===== src/rtl/tt_scan_pkg.sv =====
// rtl/tt_scan_pkg.sv - shared types and width helpers for the truth-table scanner
package tt_scan_pkg;

    typedef enum logic [1:0] {
        IDLE   = 2'd0,
        SETTLE = 2'd1,
        SAMPLE = 2'd2,
        DONE   = 2'd3
    } state_e;

    localparam int N_IN_DEF = 5;
    localparam int TT_W     = 1 << N_IN_DEF;

    function automatic int tt_width(input int n_in);
        return 1 << n_in;
    endfunction

endpackage


===== src/rtl/truth_table_scanner_if.sv =====
// rtl/truth_table_scanner_if.sv - control, golden table and result bundle of the scanner
interface truth_table_scanner_if
    import tt_scan_pkg::*;
#(
    parameter int N_IN = 5
);
    localparam int W = tt_width(N_IN);

    logic            start;
    logic            abort;
    logic [W-1:0]    expected;
    logic            f_in;
    logic [N_IN-1:0] vec_out;
    logic            busy;
    logic            done;
    logic [W-1:0]    table_out;
    logic            pass;
    logic [N_IN:0]   mismatch_count;
    logic [N_IN-1:0] first_fail;

    modport master (
        output start, abort, expected, f_in,
        input  vec_out, busy, done, table_out, pass, mismatch_count, first_fail
    );

    modport slave (
        input  start, abort, expected, f_in,
        output vec_out, busy, done, table_out, pass, mismatch_count, first_fail
    );

endinterface


===== src/rtl/settle_timer.sv =====
// rtl/settle_timer.sv - 4-bit loadable down-counter timing the per-vector settle window
module settle_timer (
    input  logic       clk,
    input  logic       rst,
    input  logic       load,
    input  logic [3:0] load_val,
    input  logic       en,
    output logic       expire
);
    logic [3:0] cnt_q, cnt_d;

    always_comb begin
        cnt_d = cnt_q;
        if (load) begin
            cnt_d = load_val;
        end else if (en && cnt_q != 4'd0) begin
            cnt_d = cnt_q - 4'd1;
        end
    end

    always_ff @(posedge clk or posedge rst) begin
        if (rst) begin
            cnt_q <= 4'd0;
        end else begin
            cnt_q <= cnt_d;
        end
    end

    // Expire on the last settle cycle so SAMPLE follows exactly load_val cycles after load.
    assign expire = (cnt_q == 4'd1);

endmodule


===== src/rtl/truth_table_scanner.sv =====
// rtl/truth_table_scanner.sv - walks all input vectors of a boolean block and checks its truth table
module truth_table_scanner
    import tt_scan_pkg::*;
#(
    parameter int N_IN       = 5,
    parameter int SETTLE_CYC = 1
) (
    input  logic                 clk,
    input  logic                 rst,
    truth_table_scanner_if.slave bus
);
    localparam int              W          = tt_width(N_IN);
    localparam logic [3:0]      SETTLE_LD  = 4'(SETTLE_CYC);
    localparam logic            HAS_SETTLE = (SETTLE_CYC != 0);
    localparam state_e          VEC_ENTRY  = (SETTLE_CYC == 0) ? SAMPLE : SETTLE;
    localparam logic [N_IN-1:0] LAST_VEC   = '1;
    localparam logic [N_IN-1:0] VEC_ONE    = 1;
    localparam logic [N_IN:0]   CNT_ONE    = 1;

    state_e          state_q, state_d;
    logic [W-1:0]    exp_q, exp_d;
    logic [W-1:0]    table_q, table_d;
    logic [N_IN-1:0] vec_q, vec_d;
    logic [N_IN:0]   cnt_q, cnt_d;
    logic [N_IN-1:0] ff_q, ff_d;
    logic            busy_q, busy_d;
    logic            done_q, done_d;
    logic            pass_q, pass_d;
    logic            tmr_load, tmr_en, tmr_expire;

    settle_timer u_timer (
        .clk      (clk),
        .rst      (rst),
        .load     (tmr_load),
        .load_val (SETTLE_LD),
        .en       (tmr_en),
        .expire   (tmr_expire)
    );

    always_comb begin
        state_d  = state_q;
        exp_d    = exp_q;
        table_d  = table_q;
        vec_d    = vec_q;
        cnt_d    = cnt_q;
        ff_d     = ff_q;
        busy_d   = busy_q;
        pass_d   = pass_q;
        done_d   = 1'b0;
        tmr_load = 1'b0;
        tmr_en   = 1'b0;
        // busy_q is high exactly in SETTLE/SAMPLE, the only states where abort matters.
        if (busy_q && bus.abort) begin
            state_d = IDLE;
            vec_d   = '0;
            busy_d  = 1'b0;
            pass_d  = 1'b0;
        end else begin
            case (state_q)
                IDLE: begin
                    if (bus.start && !bus.abort) begin
                        exp_d    = bus.expected;
                        table_d  = '0;
                        vec_d    = '0;
                        cnt_d    = '0;
                        ff_d     = '0;
                        pass_d   = 1'b0;
                        busy_d   = 1'b1;
                        state_d  = VEC_ENTRY;
                        tmr_load = HAS_SETTLE;
                    end
                end
                SETTLE: begin
                    tmr_en = 1'b1;
                    if (tmr_expire) begin
                        state_d = SAMPLE;
                    end
                end
                SAMPLE: begin
                    table_d[vec_q] = bus.f_in;
                    if (bus.f_in != exp_q[vec_q]) begin
                        cnt_d = cnt_q + CNT_ONE;
                        if (cnt_q == '0) begin
                            ff_d = vec_q;
                        end
                    end
                    if (vec_q == LAST_VEC) begin
                        state_d = DONE;
                        busy_d  = 1'b0;
                        done_d  = 1'b1;
                        pass_d  = (cnt_d == '0);
                        vec_d   = '0;
                    end else begin
                        vec_d    = vec_q + VEC_ONE;
                        state_d  = VEC_ENTRY;
                        tmr_load = HAS_SETTLE;
                    end
                end
                DONE: begin
                    state_d = IDLE;
                end
                default: begin
                    state_d = IDLE;
                end
            endcase
        end
    end

    always_ff @(posedge clk or posedge rst) begin
        if (rst) begin
            state_q <= IDLE;
            exp_q   <= '0;
            table_q <= '0;
            vec_q   <= '0;
            cnt_q   <= '0;
            ff_q    <= '0;
            busy_q  <= 1'b0;
            done_q  <= 1'b0;
            pass_q  <= 1'b0;
        end else begin
            state_q <= state_d;
            exp_q   <= exp_d;
            table_q <= table_d;
            vec_q   <= vec_d;
            cnt_q   <= cnt_d;
            ff_q    <= ff_d;
            busy_q  <= busy_d;
            done_q  <= done_d;
            pass_q  <= pass_d;
        end
    end

    assign bus.vec_out        = vec_q;
    assign bus.busy           = busy_q;
    assign bus.done           = done_q;
    assign bus.table_out      = table_q;
    assign bus.pass           = pass_q;
    assign bus.mismatch_count = cnt_q;
    assign bus.first_fail     = ff_q;

endmodule


===== src/flat_wrapper.sv =====
// flat-port wrapper written by rule: the top's interface ports become plain ports
module truth_table_scanner_flat import tt_scan_pkg::*;
#(
    parameter int N_IN       = 5,
    parameter int SETTLE_CYC = 1
)
  (clk, rst, bus_start, bus_abort, bus_expected, bus_f_in, bus_vec_out, bus_busy, bus_done, bus_table_out, bus_pass, bus_mismatch_count, bus_first_fail);
  truth_table_scanner_if #(.N_IN(N_IN)) bus_i ();
  input  logic clk;
  input  logic rst;
  input wire logic [$bits(bus_i.start)-1:0] bus_start;
  input wire logic [$bits(bus_i.abort)-1:0] bus_abort;
  input wire logic [$bits(bus_i.expected)-1:0] bus_expected;
  input wire logic [$bits(bus_i.f_in)-1:0] bus_f_in;
  output wire logic [$bits(bus_i.vec_out)-1:0] bus_vec_out;
  output wire logic [$bits(bus_i.busy)-1:0] bus_busy;
  output wire logic [$bits(bus_i.done)-1:0] bus_done;
  output wire logic [$bits(bus_i.table_out)-1:0] bus_table_out;
  output wire logic [$bits(bus_i.pass)-1:0] bus_pass;
  output wire logic [$bits(bus_i.mismatch_count)-1:0] bus_mismatch_count;
  output wire logic [$bits(bus_i.first_fail)-1:0] bus_first_fail;
  assign bus_i.start = bus_start;
  assign bus_i.abort = bus_abort;
  assign bus_i.expected = bus_expected;
  assign bus_i.f_in = bus_f_in;
  assign bus_vec_out = bus_i.vec_out;
  assign bus_busy = bus_i.busy;
  assign bus_done = bus_i.done;
  assign bus_table_out = bus_i.table_out;
  assign bus_pass = bus_i.pass;
  assign bus_mismatch_count = bus_i.mismatch_count;
  assign bus_first_fail = bus_i.first_fail;
  truth_table_scanner #(.N_IN(N_IN), .SETTLE_CYC(SETTLE_CYC)) u_core (.clk(clk), .rst(rst), .bus(bus_i));
endmodule

===== config.mk =====
export PLATFORM = sky130hd
export DESIGN_NAME = truth_table_scanner_flat
export DESIGN_NICKNAME = d
export VERILOG_FILES = /design/src/rtl/tt_scan_pkg.sv /design/src/rtl/truth_table_scanner_if.sv /design/src/rtl/settle_timer.sv /design/src/rtl/truth_table_scanner.sv /design/src/flat_wrapper.sv
export SDC_FILE = /design/constraint.sdc
export NUM_CORES = 1
export LEC_CHECK = 0
export CORE_ASPECT_RATIO = 1.1
export CORE_MARGIN = 2
export CORE_UTILIZATION = 25
export DETAILED_ROUTE_END_ITERATION = 8
export GPL_TIMING_DRIVEN = 0
export SYNTH_ARGS = -nofsm -noshare
export SYNTH_HDL_FRONTEND = slang
export SYNTH_SLANG_ARGS = --single-unit

===== constraint.sdc =====
create_clock -name clk -period 6.55 [get_ports clk]
set_clock_uncertainty 0.15 [all_clocks]
set_input_delay 1.31 -clock clk [delete_from_list [all_inputs] [get_ports clk]]
set_output_delay 1.31 -clock clk [all_outputs]
set_load 0.005 [all_outputs]

==> results of run 1 <==
## cell type report
cell class / instances / area share
Clock inverter: 7 / 0.0134
Inverter: 12 / 0.00808
Multi-Input combinational cell: 290 / 0.340
Sequential cell: 89 / 0.379
Timing Repair Buffer: 88 / 0.153
Clock buffer: 9 / 0.0383
Tap cell: 234 / 0.0498
Buffer: 27 / 0.0191
## synth_stat cells (all sizes together), types with 5 or more instances
cell     count  area, um^2
a21oi       33         165
a31oi       12        90.1
buf          7        37.5
clkbuf      20        75.1
dfrtp       89        2230
ha           9         113
inv         12        45.0
mux2        33         372
mux2i       14         140
nand2       19        71.3
nand2b       6        37.5
nand3       15        75.1
nor2        15        56.3
nor2b        5        31.3
nor3         6        30.0
o21ai       72         360
o2bb2ai      5        43.8
## critical path: cells and delay by family
kind,cells,cell delay [ns]
simple gates,2,0.74
mux,1,0.39
buf+inv,3,1.56
## worst max-delay path by stage
stage | from | endpoint | slack (ns)
global placement | rst | u_core.bus.table_out[3]$_DFFE_PP0P_ | 1.42
floorplan | rst | u_core.bus.busy$_DFFE_PP0P_ | 2.78
CTS | bus_abort | u_core.exp_q[28]$_DFFE_PP0P_ | 2.60
finish | bus_abort | u_core.exp_q[25]$_DFFE_PP0P_ | 2.63
global route | bus_abort | u_core.exp_q[29]$_DFFE_PP0P_ | 2.42
detailed placement | bus_abort | u_core.exp_q[25]$_DFFE_PP0P_ | 2.23
## report_power, final
group / internal [mW] / switching (mW)
Clock: 0.299 / 0.230
Combinational: 0.309 / 0.354
Sequential: 0.682 / 0.0924
Total: 1.29 / 0.676
## layout by cell type, fill, tap and decap left out, types with 2 or more instances in the layout
master | synthesis | layout
dfrtp_1 | 89 | 89
clkdlybuf4s50_1 | 0 | 87
o21ai_0 | 71 | 71
mux2_2 | 33 | 33
a21oi_1 | 33 | 33
clkbuf_1 | 20 | 20
nand2_1 | 19 | 19
nor2_1 | 15 | 15
nand3_1 | 15 | 15
mux2i_1 | 14 | 14
a31oi_1 | 11 | 11
inv_1 | 12 | 11
ha_1 | 9 | 9
clkbuf_16 | 0 | 9
nand2b_1 | 6 | 6
nor3_1 | 6 | 6
nor2b_1 | 5 | 5
o2bb2ai_1 | 5 | 5
a22oi_1 | 4 | 4
and3_1 | 4 | 4
xor2_1 | 4 | 4
and2_1 | 3 | 3
buf_2 | 3 | 3
a22o_1 | 3 | 3
buf_1 | 3 | 3
clkinvlp_4 | 0 | 3
mux4_2 | 2 | 2
nand4_2 | 2 | 2
or2_2 | 2 | 2
nand4_1 | 2 | 2
or3_1 | 2 | 2
xnor2_1 | 2 | 2
inv_6 | 0 | 2
## sequential cells by signal, indices dropped and copies added, names as in the netlist
register / flops
u_core.bus.pass: 1
u_core.bus.mismatch_count: 6
u_core.u_timer.cnt_q: 4
u_core.bus.vec_out: 5
u_core.exp_q: 32
u_core.state_q: 2
u_core.bus.table_out: 32
u_core.bus.first_fail: 5
u_core.bus.done: 1
u_core.bus.busy: 1
## metal layers
layer / vias up / share of wire / global-route usage
met1: 1795 / 0.43 / 0.184
met2: 162 / 0.48 / 0.230
met4: 0 / 0.018 / 0.0402
li1: 1718 / - / -
met5: - / 0 / 0
met3: 15 / 0.068 / 0.0420
## stage by stage
stage | util | worst slack [ns] | instances | power [mW] | hold WS (ns)
floorplan | - | 2.78 | 418 | 1.23 | 0.325
global placement | 0.325 | 1.42 | 739 | 1.42 | 0.331
detailed placement | 0.327 | 2.23 | 740 | 1.45 | 0.334
CTS | 0.344 | 2.60 | 756 | 1.98 | 0.351
global route | 0.344 | 2.42 | 756 | 2.09 | 0.357
finish | 0.344 | 2.63 | 756 | 1.97 | 0.346
## kinds of logic after synthesis
kind of cell	count (synthesis)	share of synthesized area
fa+ha+maj	9	0.0257
xor+xnor	6	0.0120
compound gates	139	0.188
buf+inv	39	0.0359
mux	49	0.127
flops	89	0.508
simple gates	87	0.104
==> results.cfg, run 1 <==
[sta]
max_freq_mhz = 255
min_period_over_period = 0.599
final_hold_viol_count = 0
setup_viol_count_final = 0
maxSlewViolCount = 0
maxSlewHeadroom = 0.554
rsz0062_at_grt = false
tns_ns = 0
fin_crit_ns = 3.92
tightest_slew_ns = 0.660

[global_routing]
antenna_found_initial = 0
track_usage = 0.142
grt_first_pass_wirelength_um = 20200
grt_pass1_vias = 3746
grt_max_degree = 51
grt_overflow = 0

[cells_and_area]
syn_to_final_growth_pct = 34.2
multi_input_area_um2 = 2000
nNetsFinal = 563
fill_cells = 1715
seqCellArea_um2 = 2230
drive_above_1_share = 0.126
postLayoutCellArea_um2 = 5880
diodes = 0

[cts]
clk_path_buf_depth = 2
cts-resized-gates = 0
htreeDepth = 3
clock_latency_ns = 0.35
cts_buffers = 9
cts.sinks = 89
postCtsSetupBuffers = 0
holdBufCountCts = 0
cts_root_buf = clkbuf_16
cts_tree = built
path_clk_slew_ns = 0.07

[run]
max_cap_viol_count = 0

[route]
detail_route.vias_per_cell = 4.88
drtAntennaViolNets = 0
dr.first_iter.drc_count = 229
wl_per_cell_um = 16.8
drc = 0
routed-via-count = 3690
finalWirelength_um = 12700
dr.pass1.iters = 5

[pwr]
max-vdd-ir-drop_v = 0.000202
leakage_nw = 2.36
power_density_nw_per_um2 = 334

[critical_path]
rr_worst_depth = 9
slowest_delay_ns = 0.56
worstReg2RegStart = u_core.bus.vec_out[1]$_DFFE_PP0P_
critPathCaptureType = flop
crit_slowest_cell = clkbuf_1
r2r_slack_ns = 3.51
crit_arrival_ns = 4.00
crit_path_frequent_cell = clkbuf_1
critical_path.max_fanout = 10
required_ns = 6.63
path_cells = clkdlybuf4s50_1 -> nor2b_1 -> nor3b_1 -> clkbuf_1 -> clkbuf_1 -> mux2_2
startpoint_type = primary input
r2r_end = u_core.bus.first_fail[0]$_DFFE_PP0P_
crit_type = in2reg

[placed_design]
dpl-instance-area_um2 = 5580
port_buffers = 87
globalplace.congestion = 0.833
hpwl_um = 9490

[status]
status = complete, no violations

[synthesis]
synth.net_count = 464
yosysSeqAreaShare = 0.508
synth_edf_count = 0
syn_area_um2 = 4390
yosys.cell_types.count = 48
async_flop_share = 1.00
ys_warn_count = 0
synthFlopType = dfrtp_1
synth.ff_latch_count = 89
avgSynthCellArea_um2 = 10.5
synthesis.instances = 418

[worst_hold_path]
hold_path_end = u_core.bus.first_fail[2]$_DFFE_PP0P_
worstHoldStart = u_core.bus.first_fail[2]$_DFFE_PP0P_
hold_depth = 1
hp-class = reg2reg

[floorplanning]
fp.dieW_um = 130
initial_utilization = 0.257
core_um2 = 17100
dieArea_um2 = 18600
num_rows = 50
num_io_pins = 88
die-height_um = 143
Note: power is estimated with default switching activity, not from simulation.
==> run 2, diff against run 1 <==
- clock period: 6.55 -> 3.3 ns (I/O delays scaled with it)
==> run 2 against run 1 <==
  * Global-route usage about the same
  * Power up 98%
  * Critical path type unchanged
  * Cell count unchanged
  * Largest power group unchanged
  * Worst setup slack worse by 2.4 ns
  * Via count down 1.1%
  * Count of clock-buffer cells in the layout unchanged
==> results.cfg, run 2 (same netlist as run 1, synthesis figures left out) <==
[placed_design]
hpwl_um = 9490
port_buffers = 87
globalplace.congestion = 0.833

[pwr]
netSwitchingPower_mw = 1.34
switching_share = 0.344
power_density_nw_per_um2 = 663
max-vdd-ir-drop_v = 0.000397
p_int_mw = 2.56
seqPwrFrac = 0.394
pwr-share-clk = 0.268
leakage_nw = 2.37
comb_power_share = 0.337

[worst_hold_path]
worstHoldStart = u_core.bus.first_fail[2]$_DFFE_PP0P_
hp-class = reg2reg

[route]
routed-via-count = 3649
finalWirelength_um = 12600
drc = 0
detail_route.vias_per_cell = 4.83
wl_per_cell_um = 16.7
dr.first_iter.drc_count = 205
drtAntennaViolNets = 0
dr.pass1.iters = 5

[cells_and_area]
diodes = 0
drive_above_1_share = 0.128
syn_to_final_growth_pct = 34.2
layout_commonest_cell = dfrtp_1
layout_common_cells = dfrtp_1 (89), clkdlybuf4s50_1 (87), o21ai_0 (71)
nNetsFinal = 563

[floorplanning]
core_um2 = 17100
fp.dieW_um = 130
num_io_pins = 88
dieArea_um2 = 18600
initial_utilization = 0.257
num_rows = 50
die-height_um = 143

[sta]
tns_ns = 0
final_hold_viol_count = 0
tightest_slew_ns = 0.674
rsz0062_at_grt = false
maxSlewViolCount = 0
min_period_over_period = 0.930
maxSlewHeadroom = 0.544
setup_viol_count_final = 0
fin_crit_ns = 3.07
whs_ns = 0.345
max_freq_mhz = 326

[global_routing]
grt_overflow = 0
grt_max_degree = 51
grt_pass1_vias = 3749
antenna_found_initial = 0
grt_first_pass_wirelength_um = 20100
track_usage = 0.142

[cts]
cts.sinks = 89
holdBufCountCts = 0
cts_buffers = 9
cts_root_buf = clkbuf_16
path_clk_slew_ns = 0.07
clk_path_buf_depth = 2
htreeDepth = 3
cts_tree = built
clock_latency_ns = 0.35

[critical_path]
crit_path_start = bus_abort
critical_path.max_fanout = 10
crit_type = in2reg
startpoint_type = primary input
crit_arrival_ns = 3.15
critPathCaptureType = flop
worstReg2RegStart = u_core.bus.vec_out[1]$_DFFE_PP0P_
required_ns = 3.38

[run]
max_cap_viol_count = 0

[status]
status = complete, no violations
==> run 2: cell counts in the layout (fill, tap and decap cells not counted) <==
No cell type changed its count.
==> run 2: worst max-delay path, cell delays in order <==
cell             delay [ns]
clkdlybuf4s50_1        0.53
nor2b_1                0.32
nor3b_1                0.41
clkbuf_2               0.38
clkbuf_1               0.45
mux2_2                 0.39
==> run 2: final timing paths <==
kind,cells after the start,slack (ns),end
max reg2reg,9,0.24,u_core.bus.first_fail[0]$_DFFE_PP0P_
max,6,0.23,u_core.exp_q[25]$_DFFE_PP0P_
min,1,0.35,u_core.bus.first_fail[2]$_DFFE_PP0P_
max in group asynchronous,3,1.82,u_core.bus.table_out[3]$_DFFE_PP0P_
min reg2reg,1,0.35,u_core.bus.first_fail[2]$_DFFE_PP0P_
min in group asynchronous,2,0.56,u_core.exp_q[2]$_DFFE_PP0P_
==> run 2: routing by layer <==
layer	global-route usage	routed length, um	up-vias
met5	0	0	-
met1	0.183	5430	1774
met4	0.0402	236	0
met2	0.231	6060	145
met3	0.0420	868	15
li1	-	-	1715
==> run 2: final cells by class <==
cell class	count	area, um^2
Fill cell	1716	11200
Timing Repair Buffer	88	898
Sequential cell	89	2230
Clock buffer	9	225
Buffer	27	114
Multi-Input combinational cell	290	2000
Clock inverter	7	78.8
Inverter	12	47.5
Tap cell	234	293
==> run 2: metrics by stage <==
stage	utilization	area, um^2	worst slack, ns	instances	power [mW]
floorplan	-	4390	0.183	418	2.44
global placement	0.325	5550	-1.18	739	2.82
detailed placement	0.327	5580	-0.372	740	2.87
CTS	0.345	5880	0.204	756	3.94
global route	0.345	5880	0.0369	756	4.14
finish	0.345	5880	0.229	756	3.90
==> run 2: power groups by stage <==
| stage | sequential (mW) | clock (mW) | combinational (mW) |
|---|---|---|---|
| after floorplan | 1.50 | 0 | 0.940 |
| after global placement | 1.54 | 0 | 1.29 |
| after detailed placement | 1.56 | 0 | 1.31 |
| after CTS | 1.54 | 1.07 | 1.32 |
| after global routing | 1.58 | 1.11 | 1.45 |
| final | 1.54 | 1.05 | 1.32 |
==> run 2: repair_timing <==
action / in CTS / in global routing
setup buffers: 0 / 0
gates resized for setup: 1 / 0
setup endpoints to repair: 5 / 0
